**src/rtl/tqvp_pwm_fade_ctrl.sv**
```systemverilog
// -----------------------------------------------------------------------------
// tqvp_pwm_fade_ctrl
//   PWM generator with hardware fade engine.  A free-running 8-bit counter
//   defines 256-cycle PWM periods.  The fade engine walks DUTY toward TARGET
//   in STEP-sized increments, one step every PRESCALE+1 periods, and raises
//   done on arrival.  Optional breathe mode bounces between TARGET and the
//   DUTY value captured at start.
//
//   Build option: define TQVP_PWM_FADE_BREATHE_EN to compile breathe mode
//   (CTRL bit2 = loop).  Without it, loop reads 0 and REVERSE is unreachable.
//
// Ports
//   clk        : clock, rising-edge
//   rst_n      : synchronous active-low reset
//   ui_in      : unused, connected for pinout compatibility
//   uo_out     : [0] PWM, [1] busy, [2] done, [7:3] zero
//   address    : register select
//   data_write : one-cycle write strobe
//   data_in    : write data
//   data_out   : combinational read data (unmapped addresses read 0x00)
//
// Register map
//   0x0 CTRL     W: bit0 start, bit1 abort, bit2 loop   R: {5'b0, loop, 2'b0}
//   0x1 TARGET   0x2 STEP   0x3 PRESCALE   0x4 DUTY
//   0x5 STATUS   R: {4'b0, state, done, busy}           W: bit1=1 clears done
// -----------------------------------------------------------------------------
module tqvp_pwm_fade_ctrl (
   input  logic       clk,
   input  logic       rst_n,
   input  logic [7:0] ui_in,
   output logic [7:0] uo_out,
   input  logic [3:0] address,
   input  logic       data_write,
   input  logic [7:0] data_in,
   output logic [7:0] data_out
);

   typedef enum logic [1:0] {
      IDLE    = 2'b00,
      RAMP    = 2'b01,
      REVERSE = 2'b10
   } state_t;

   localparam logic [3:0] ADDR_CTRL     = 4'h0;
   localparam logic [3:0] ADDR_TARGET   = 4'h1;
   localparam logic [3:0] ADDR_STEP     = 4'h2;
   localparam logic [3:0] ADDR_PRESCALE = 4'h3;
   localparam logic [3:0] ADDR_DUTY     = 4'h4;
   localparam logic [3:0] ADDR_STATUS   = 4'h5;

   state_t     state_q, state_d;
   logic [7:0] duty_q, duty_d;
   logic [7:0] pwm_duty_q, pwm_duty_d;
   logic [7:0] target_q, target_d;
   logic [7:0] step_q, step_d;
   logic [7:0] prescale_q, prescale_d;
   logic [7:0] pscnt_q, pscnt_d;
   logic [7:0] base_q, base_d;
   logic [7:0] cnt_q;
   logic       done_q, done_d;
   logic       loop_q;

   logic       unused_ui;
   assign unused_ui = ^ui_in;

   // Register decode
   logic wr_ctrl, start, abort, wrap, busy;
   assign wr_ctrl = data_write && (address == ADDR_CTRL);
   assign start   = wr_ctrl && data_in[0];
   assign abort   = wr_ctrl && data_in[1];
   assign wrap    = (cnt_q == 8'hFF);
   assign busy    = (state_q != IDLE);

`ifdef TQVP_PWM_FADE_BREATHE_EN
   logic loop_d;

   always_comb begin
      loop_d = loop_q;
      if (wr_ctrl) loop_d = data_in[2];
   end

   always_ff @(posedge clk) begin
      if (!rst_n) loop_q <= 1'b0;
      else        loop_q <= loop_d;
   end
`else
   assign loop_q = 1'b0;
`endif

   // Step arithmetic: 9-bit sums so overshoot/underflow clamps to the goal
   // instead of wrapping through 0 or 255.
   logic [7:0] step_eff, goal, stepped;
   logic [8:0] sum9, diff9;

   always_comb begin
      step_eff = (step_q == 8'd0) ? 8'd1 : step_q;
      goal     = (state_q == REVERSE) ? base_q : target_q;
      sum9     = {1'b0, duty_q} + {1'b0, step_eff};
      diff9    = {1'b0, duty_q} - {1'b0, step_eff};
      stepped  = goal;
      if (duty_q < goal) begin
         stepped = (sum9 > {1'b0, goal}) ? goal : sum9[7:0];
      end else if (duty_q > goal) begin
         stepped = (diff9[8] || (diff9[7:0] < goal)) ? goal : diff9[7:0];
      end
   end

   // Next-state and register update logic
   always_comb begin
      state_d    = state_q;
      duty_d     = duty_q;
      target_d   = target_q;
      step_d     = step_q;
      prescale_d = prescale_q;
      pscnt_d    = pscnt_q;
      base_d     = base_q;
      done_d     = done_q;

      if (data_write) begin
         case (address)
            ADDR_TARGET:   target_d   = data_in;
            ADDR_STEP:     step_d     = data_in;
            ADDR_PRESCALE: prescale_d = data_in;
            ADDR_DUTY:     if (state_q == IDLE) duty_d = data_in;
            ADDR_STATUS:   if (data_in[1]) done_d = 1'b0;
            default: ;
         endcase
      end

      // Abort outranks start; both outrank a step decision on the same
      // cycle.  A done set from a step lands after the clear above, so set
      // wins over a coincident clear.
      if (abort) begin
         state_d = IDLE;
      end else if (start) begin
         state_d = RAMP;
         done_d  = 1'b0;
         pscnt_d = '0;
         base_d  = duty_q;
      end else if (busy && wrap) begin
         if (pscnt_q == prescale_q) begin
            pscnt_d = '0;
            duty_d  = stepped;
            if (stepped == goal) begin
               case (state_q)
                  RAMP: begin
                     done_d  = 1'b1;
                     state_d = loop_q ? REVERSE : IDLE;
                  end
                  REVERSE: begin
                     if (loop_q) begin
                        state_d = RAMP;
                     end else begin
                        done_d  = 1'b1;
                        state_d = IDLE;
                     end
                  end
                  default: state_d = IDLE;
               endcase
            end
         end else begin
            pscnt_d = pscnt_q + 8'd1;
         end
      end

      // The comparator uses a shadow copy loaded only at the period
      // boundary, so every PWM period sees a single duty value.
      pwm_duty_d = wrap ? duty_d : pwm_duty_q;
   end

   always_ff @(posedge clk) begin
      if (!rst_n) begin
         state_q    <= IDLE;
         duty_q     <= '0;
         pwm_duty_q <= '0;
         target_q   <= '0;
         step_q     <= 8'd1;
         prescale_q <= '0;
         pscnt_q    <= '0;
         base_q     <= '0;
         done_q     <= 1'b0;
         cnt_q      <= '0;
      end else begin
         state_q    <= state_d;
         duty_q     <= duty_d;
         pwm_duty_q <= pwm_duty_d;
         target_q   <= target_d;
         step_q     <= step_d;
         prescale_q <= prescale_d;
         pscnt_q    <= pscnt_d;
         base_q     <= base_d;
         done_q     <= done_d;
         cnt_q      <= cnt_q + 8'd1;
      end
   end

   // Outputs
   logic pwm;
   assign pwm    = (cnt_q < pwm_duty_q);
   assign uo_out = {5'b0, done_q, busy, pwm};

   always_comb begin
      data_out = '0;
      case (address)
         ADDR_CTRL:     data_out = {5'b0, loop_q, 2'b0};
         ADDR_TARGET:   data_out = target_q;
         ADDR_STEP:     data_out = step_q;
         ADDR_PRESCALE: data_out = prescale_q;
         ADDR_DUTY:     data_out = duty_q;
         ADDR_STATUS:   data_out = {4'b0, state_q, done_q, busy};
         default:       data_out = '0;
      endcase
   end

endmodule

```
**config.mk**
```make
export PLATFORM = sky130hd
export DESIGN_NAME = tqvp_pwm_fade_ctrl
export DESIGN_NICKNAME = d
export VERILOG_FILES = /design/src/rtl/tqvp_pwm_fade_ctrl.sv
export SDC_FILE = /design/constraint.sdc
export NUM_CORES = 1
export LEC_CHECK = 0
export ABC_AREA = 1
export BUFFER_PORTS_ARGS = -buffer_cell sky130_fd_sc_hd__clkbuf_2
export CAP_MARGIN = 10
export CORE_UTILIZATION = 60
export DETAILED_ROUTE_END_ITERATION = 7
export HOLD_SLACK_MARGIN = 0.02
export PLACE_DENSITY_LB_ADDON = 0.12
export REMOVE_ABC_BUFFERS = 1
export SLEW_MARGIN = 25
export SYNTH_ARGS = -nofsm -noshare
export SYNTH_HDL_FRONTEND = slang
export SYNTH_SLANG_ARGS = --single-unit
export TNS_END_PERCENT = 10
```
**constraint.sdc**
```tcl
create_clock -name clk -period 3.7 [get_ports clk]
set_input_delay 0.74 -clock clk [delete_from_list [all_inputs] [get_ports clk]]
set_output_delay 0.74 -clock clk [all_outputs]
set_load 0.01 [all_outputs]
```
After elaboration in Yosys (flattened, before gate mapping)
Cells that the tools add are included.
Cells by class
  add/subtract/negate cells: 4
  magnitude comparators: 5
  eq/ne operators: 8
  multiplexer cells: 29
  bitwise gates (word level): 2
  reductions and logical operators: 17
Operators by type and width (count)
  $mux 8: 15
  $pmux 8 s5: 1
  $lt 8x8->1: 3
  $add 8x1->8 const B: 2
  $eq 8x8->1: 2
  $mux 1: 13
  $add 8x8->9: 1
  $gt 9x8->1: 1
  $sub 8x8->9: 1
  $eq 4x2->1 const B: 2
  $eq 4x3->1 const B: 2
  $eq 8x8->1 const B: 1
  $gt 8x8->1: 1
  $logic_not 8->1: 1
  $reduce_and 2->1: 4
  $reduce_bool 2->1: 3
  $eq 4x1->1 const B: 1
  $logic_and 1x1->1: 4
  $logic_not 4->1: 1
  $reduce_and 3->1: 1
  $logic_not 2->1: 1
  $not 1->1: 2
  $reduce_or 2->1: 1
  $logic_or 1x1->1: 1
Storage, ports and cells
  bits in registers: 58
  input port bits: 23
  output and inout bits: 16
  logic and storage cells: 74

Longest topological paths before layout
Gate-level depths: netlist of the first run.
  word-level depth: 14
  depth in mapped cells: 28
  mapped depth without buffers: 28

Worst setup path after synthesis of the first run
Ideal clock, no wire load.
  kind: register -> register
  start: register step_q[1]
  end: register state_q[0]
  setup time: 0.122 ns
  arrival time: 3.312 ns
  required time: 3.578 ns
  slack: 0.267 ns
  cell stages (with the launch flop): 28
  path buffers: 1
  period minus slack after synthesis: 3.433 ns
  cells stage by stage: dfxtp_1 -> nor4_1 -> a41o_1 -> ha_1 -> inv_1 -> fa_1 -> nand3_1 -> nand2_1 -> nand2_1 -> nand2_1 -> xnor2_1 -> inv_1 -> ha_1 -> nand2_1 -> nor2_1 -> nor3b_1 -> nand2_1 -> nand2_4 -> buf_6 -> nand2_1 -> nand3_1 -> nand3_1 -> nand2_1 -> nand2_1 -> nor2_2 -> nand3_1 -> nand2_1 -> a21oi_2
On the way
  cells in the longest elaborated chain, start to end: 11
  elaborated cells on any way between the ends: 14
  those cells by class: 2 x add/sub; 2 x order compare; 1 x eq/ne; 5 x mux; 4 x reduce/logical
Ends and longest elaborated chain
  start, declared: RTL line 55  | logic [7:0] step_q, step_d;
  start signal, assigned: RTL line 188  | step_q <= step_d;
  $logic_not 8->1: RTL line 96  | step_eff = (step_q == 8'd0) ? 8'd1 : step_q;
  $mux 8 (*): RTL line 96
  $sub 8x8->9: RTL line 99  | diff9 = {1'b0, duty_q} - {1'b0, step_eff};
  $lt 8x8->1: RTL line 104  | stepped = (diff9[8] || (diff9[7:0] < goal)) ? goal : diff9[7:0];
  $logic_or 1x1->1: RTL line 104
  $mux 8: RTL line 104
  $mux 8: RTL line 103  | end else if (duty_q > goal) begin
  $mux 8 (*): RTL line 101  | if (duty_q < goal) begin
  $eq 8x8->1 (*): RTL line 144  | if (stepped == goal) begin
  $reduce_bool 2->1 (no source line) (*)
  $reduce_and 3->1 (no source line) (*)
  end signal, assigned: RTL line 184  | state_q <= state_d;
  end, declared: RTL line 51  | state_t state_q, state_d;
Mark *: on every way between the ends. The rest lies on a longest branch, timed or not.
A chain may end at the register's enable or synchronous reset.

Worst setup path after layout of the first run
  start: register step_q[2]
  end: register state_q[0]
Same word-level chain as after synthesis.

==> reports/results.ini, run 1 <==
[outcome]
outcome = finished with violations
violations = negative setup slack

[sta]
finalCriticalPeriod_ps = 3910
finalCritPeriodShare = 1.06
whs_ps = 473
fin_ws_ps = -206
hold_viol_final = 0
skew_ps = 8.32
rsz0062_at_grt = yes
worst_pin_slew_ps = 619
setup_tns_ps = -886
maxSlewViolCount = 0
setup_violations = 14
slew_headroom = 0.585
fmax_ghz = 0.256

[clock_network]
cts-root-buf = clkbuf_8
cts_tree = built
htreeDepth = 3
clkLatencyLatePin_ps = 360
clk_path_buf_depth = 2
numCtsBuffers = 9
numClockSinks = 58
path_clk_slew_ps = 70
cts_hold_buf = 0

[power_and_ir_drop]
power_density_nw_per_um2 = 293
p_leak_nw = 2.83
vdd_drop_max_mv = 0.340

[finish]
fill_cells = 586
fin_nets = 906
drive_gt1_frac = 0.256
syn_to_final_growth_pct = 24.0
fin_util = 0.785
n_antenna_cell = 0
fin_area_um2 = 6190

[floorplanning]
dieHeight_um = 93.2
boundaryPins = 39
die_x_um = 93.2
dieArea_um2 = 8690
core-area_um2 = 7890
start_util = 0.633
rows = 32

[yosys]
yosysSeqAreaShare = 0.233
synth-seq-cells = 58
synth_area_leaders = dfxtp_1 (23%), nand2_1 (14%), ha_1 (13%)
avgSynthCellArea_um2 = 6.54
synth_cell_types = 46
async_flop_share = 0
yosys.area.top_type = dfxtp_1
yosys_warnings = 0
synth_edf_count = 0
synthesis.area_um2 = 4990
syn_inst = 764
ys.flop_type = dfxtp_1
synth_top_cell_area_share = 0.233

[worst_setup_path]
cp.arrival_ps = 4150
worst-path-max-fanout = 7
endpoint_kind = register
worst_setup_path_start_kind = register
required_ps = 3950
reg2reg_setup_slack_ps = -210
critical_path_class = register to register

[routing]
routedWlPerCell_um = 16.9
drtPass1Iterations = 5
wirelength_um = 15900
via_count = 5537
viasPerCell = 5.91
drc_errors = 0
antenna_left = 0
drtIter0Drc = 436

[min_path]
hold_path_class = register to register

[global_route]
grt-ovfl-total = 0
grt.total_usage = 0.360
grt_max_degree = 42
grt_pass1_vias = 4893
grt_pass1_wl_um = 24000
antenna_found_initial = 0

[placement]
hpwl_um = 11600
placed_cell_area_um2 = 5450
numPortBuffers = 25
routabilityCongestion = 0.967

[run]
maxCapViolations = 0

metal layers:
layer | GRT usage | part of all wire | up-vias
met5 | 0 | 0 | -
met4 | 0.110 | 0.028 | 0
met3 | 0.0984 | 0.11 | 51
met2 | 0.563 | 0.45 | 273
met1 | 0.482 | 0.42 | 2573
li1 | - | - | 2640
cell usage in the layout (no fill, tap or decap), types with 5 or more instances in the layout:
cell type,count
a21oi_1,51
a21oi_2,7
buf_4,49
buf_6,7
clkbuf_2,25
clkbuf_8,11
conb_1,5
dfxtp_1,56
ha_1,46
inv_1,102
inv_2,6
nand2_1,158
nand2_2,26
nand2_4,9
nand3_1,65
nand3_2,21
nand3b_1,6
nand4_1,14
nor2_1,36
nor2_2,7
nor2_4,5
nor3_1,5
o2111ai_1,5
o211ai_1,8
o21ai_0,40
o21ai_2,5
xor2_1,5
power by group:
| part | internal, mW | switching, mW | total [mW] | leakage [nW] |
|---|---|---|---|---|
| clock network | 0.346 | 0.271 | 0.617 | 0.0986 |
| registers | 0.634 | 0.0106 | 0.645 | 0.470 |
| logic | 0.211 | 0.340 | 0.551 | 2.26 |
| total | 1.19 | 0.621 | 1.81 | 2.83 |
cells by family (layout without fill, tap and decap cells):
logic type,Yosys count,after routing,share of synthesized area
XOR/XNOR,12,12,0.0210
flip-flops,58,58,0.233
AND/OR/NAND/NOR,369,370,0.339
other,1,5,0.000751
multiplexers,1,1,0.00225
adder cells (fa/ha/maj),53,53,0.136
AO/OA/AOI/OAI,130,130,0.149
buffers and inverters,140,206,0.119
metrics by stage:
step	std cells	setup WS [ps]	power, mW
after global routing	937	-411	1.88
after floorplan	737	71.9	0.918
after detailed placement	914	-271	1.08
final	937	-206	1.81
after CTS	931	-50.5	1.69
after global placement	914	-165	1.07
cell usage after synthesis (4+ instances only):
| cell type | count |
|---|---|
| nor2_1 | 40 |
| clkbuf_1 | 13 |
| buf_4 | 9 |
| ha_1 | 51 |
| buf_6 | 4 |
| nand2_1 | 188 |
| nor3_1 | 5 |
| o21ai_0 | 43 |
| nand3_2 | 5 |
| buf_2 | 5 |
| and3_1 | 4 |
| a21oi_1 | 56 |
| nand2_2 | 6 |
| nor2_2 | 6 |
| o211ai_1 | 8 |
| o2111ai_1 | 5 |
| o21ai_1 | 5 |
| inv_1 | 105 |
| nand3b_1 | 6 |
| nand4_1 | 14 |
| nand3_1 | 84 |
| xnor2_1 | 5 |
| dfxtp_1 | 58 |
| xor2_1 | 7 |
critical path, stage by stage (launching register included):
cell and delay (ps):
dfxtp_2 340, nor4_2 280, a41o_1 290, ha_2 200
inv_2 40, fa_2 380, nand3_2 80, nand2_2 60
nand2_2 70, nand2_2 60, xnor2_2 200, inv_2 70
ha_4 250, nand2_4 70, nor2_4 40, nor3b_4 290
nand2_8 150, nand3_2 130, nand3_4 100, nand2_2 140
nand2_2 60, nand2_2 80, nand2_4 60, nor2_4 140
nand3_2 90, nand2_2 80, a21oi_2 50
cell type report:
class	count	area [um2]	area share
flip-flops and latches	58	1160	0.188
multi-input cells	571	3710	0.600
inverters	109	409	0.0661
well taps	102	128	0.0206
repair buffers	81	572	0.0924
clock buffers	12	155	0.0251
clock inverters	4	50.0	0.00808
worst paths after layout:
| check | start | end | depth (start not counted) |
|---|---|---|---|
| setup / recovery | step_q[2]$_SDFFE_PN0P_ | state_q[0]$_SDFFE_PP0P_ | 26 |
| hold / removal | cnt_q[0]$_SDFF_PN0_ | cnt_q[0]$_SDFF_PN0_ | 1 |
| setup reg to reg | step_q[2]$_SDFFE_PN0P_ | state_q[0]$_SDFFE_PP0P_ | 26 |
| hold reg to reg | cnt_q[0]$_SDFF_PN0_ | cnt_q[0]$_SDFF_PN0_ | 1 |
registers in the layout, indices dropped and copies added, names as in the netlist:
| signal | count |
|---|---|
| cnt_q | 8 |
| prescale_q | 8 |
| done_q | 1 |
| duty_q | 8 |
| pscnt_q | 8 |
| step_q | 8 |
| target_q | 8 |
| state_q | 1 |
| pwm_duty_q | 8 |
repair_timing:
action                                  4_1_cts  5_1_grt
endpoints found under the setup margin       18       18
gates resized for setup                      10      107
setup buffers                                 0        6
gates cloned                                  1        0
pin swaps                                     4       46
No activity file was read; power rests on OpenSTA's default activity.
==> inputs of run 2 (changes only) <==
- RECOVER_POWER: not set -> 25
- SKIP_CTS_REPAIR_TIMING: not set -> 1
- clock period: 3.7 -> 4.5 ns (I/O delays scaled with it)
==> run 2 against run 1 <==
The flow finishes with violations (max-capacitance violations, max-slew violations). First-iteration DRC count grew 29%. Largest cell class unchanged. Sequential cell count is the same. Sequential share of layout area grew 2.9 points. Clock power shrank 12%. Sequential power shrank 18%.
==> reports/results.ini, run 2 (same netlist as run 1, synthesis figures left out) <==
[outcome]
outcome = finished with violations
violations = max-capacitance violations, max-slew violations

[floorplanning]
die_x_um = 93.2  ; unchanged
dieHeight_um = 93.2  ; unchanged
core-area_um2 = 7890  ; unchanged
start_util = 0.633  ; unchanged
boundaryPins = 39  ; unchanged
rows = 32  ; unchanged
dieArea_um2 = 8690  ; unchanged

[worst_setup_path]
worst-path-max-fanout = 13  ; +6
slowest_delay_ps = 410  ; +30 ps
cpMostUsedCell = nand2_1
crit_end = state_q[0]$_SDFFE_PP0P_
worst_setup_path_start_kind = register
timing.critical_path.from = step_q[1]$_SDFFE_PN0P_
critical_path_class = register to register
crit-reg2reg-capture = state_q[0]$_SDFFE_PP0P_
crit_cells = 28  ; +7.7%
ff2ff_path_depth = 28  ; +7.7%
r2r_start = step_q[1]$_SDFFE_PN0P_
crit_family = simple AND/OR/NAND/NOR gates
reg2reg_setup_slack_ps = 270  ; +480 ps
required_ps = 4730  ; +780 ps
cp.arrival_ps = 4460  ; +310 ps
crit_slowest_cell = fa_1
endpoint_kind = register
crit_buf_inv = 3  ; +1

[sta]
finalCriticalPeriod_ps = 4230  ; +325 ps
finalCritPeriodShare = 0.940  ; -0.116
slew_headroom = -0.0535  ; -0.638
maxSlewViolCount = 43  ; +43
hold_viol_final = 0  ; unchanged
fmax_ghz = 0.236  ; -7.7%
setup_violations = 0  ; -14
setup_tns_ps = 0  ; +886 ps
rsz0062_at_grt = no
skew_ps = 5.86  ; -2.46 ps
worst_pin_slew_ps = 1580  ; +961 ps
whs_ps = 463  ; -10.0 ps

[routing]
drc_errors = 0  ; unchanged
via_count = 5269  ; -4.8%
wirelength_um = 14500  ; -8.9%
antenna_left = 0  ; unchanged
viasPerCell = 5.93  ; +0.41%
drtIter0Drc = 561  ; +29%
routedWlPerCell_um = 16.3  ; -3.9%
drtPass1Iterations = 5  ; unchanged

[min_path]
hold_path_class = register to register

[clock_network]
path_clk_slew_ps = 70  ; about the same
numClockSinks = 58  ; unchanged
clk_path_buf_depth = 2  ; unchanged
clkLatencyLatePin_ps = 350  ; about the same
htreeDepth = 3  ; unchanged
cts_tree = built
numCtsBuffers = 9  ; unchanged
cts-root-buf = clkbuf_8

[power_and_ir_drop]
p_leak_nw = 2.49  ; -12%
vdd_drop_max_mv = 0.286  ; -16%
power_density_nw_per_um2 = 262  ; -10%
power_mw = 1.40  ; -22%

[finish]
syn_to_final_growth_pct = 7.24
fin_nets = 857  ; -5.4%
fill_cells = 689  ; +18%
n_antenna_cell = 0  ; unchanged
final_common_cell = nand2_1
mostFrequentLayoutCells = nand2_1 (188), inv_1 (105), nand3_1 (84), dfxtp_1 (58), a21oi_1 (56)
drive_gt1_frac = 0.101  ; -0.156
final_cells = 888  ; -5.2%
fin_area_um2 = 5360  ; -14%

[global_route]
grt.total_usage = 0.345  ; -0.0156
grt_pass1_vias = 4765  ; -2.6%
grt_max_degree = 43  ; +2.4%
grt-ovfl-total = 0  ; unchanged
antenna_found_initial = 0  ; unchanged
grt_pass1_wl_um = 23100  ; -3.7%

[run]
maxCapViolations = 1  ; +1

[placement]
placed_cell_area_um2 = 5130  ; -5.9%
dp_cells = 871  ; -4.7%
numPortBuffers = 25  ; unchanged
routabilityCongestion = 0.937  ; -3.1%
hpwl_um = 11200  ; -3.9%

[run 2: cell count changes in the layout (fill, tap and decap cells not counted), sizes merged]
cell    before  now
clkinv       2    1
bufinv       1    2
buf         56    7
[run 2: report_power, final]
| group | internal, mW | leakage (nW) | total [mW] | switching (mW) |
|---|---|---|---|---|
| clock network | 0.327 | 0.103 | 0.541 | 0.214 |
| logic | 0.107 | 1.92 | 0.333 | 0.226 |
| registers | 0.521 | 0.469 | 0.530 | 0.00914 |
| total | 0.956 | 2.49 | 1.40 | 0.449 |
[run 2: layer usage]
metal | GRT usage | vias up | share of wire
met5 | 0 | - | 0
met4 | 0.124 | 0 | 0.032
met3 | 0.0626 | 46 | 0.11
met2 | 0.525 | 277 | 0.43
met1 | 0.484 | 2404 | 0.44
li1 | - | 2542 | -
[run 2: cell type report]
class,count,area [um2],share of cell area
multi-input combinational,571,3260,0.609
sequential,58,1160,0.217
inverter,109,409,0.0764
timing repair buffer,32,174,0.0325
clock buffer,12,145,0.0271
tap,102,128,0.0238
clock inverter,4,75.1,0.0140
[run 2: how the worst min path moves through the flow]
stage | from | end | slack [ps] | cells after the start
detailed placement | cnt_q[0]$_SDFF_PN0_ | cnt_q[0]$_SDFF_PN0_ | 450 | 1
finish | cnt_q[0]$_SDFF_PN0_ | cnt_q[0]$_SDFF_PN0_ | 460 | 1
global route | cnt_q[0]$_SDFF_PN0_ | cnt_q[0]$_SDFF_PN0_ | 510 | 1
CTS | cnt_q[0]$_SDFF_PN0_ | cnt_q[0]$_SDFF_PN0_ | 470 | 1
floorplan | cnt_q[0]$_SDFF_PN0_ | cnt_q[0]$_SDFF_PN0_ | 430 | 1
global placement | cnt_q[0]$_SDFF_PN0_ | cnt_q[0]$_SDFF_PN0_ | 440 | 1
[run 2: per-stage QoR]
step / setup WS (ps) / utilization
finish: 269 / 0.679
CTS: 164 / 0.678
floorplan: 872 / -
detailed placement: 208 / 0.650
global placement: 389 / 0.650
global route: 15.0 / 0.679
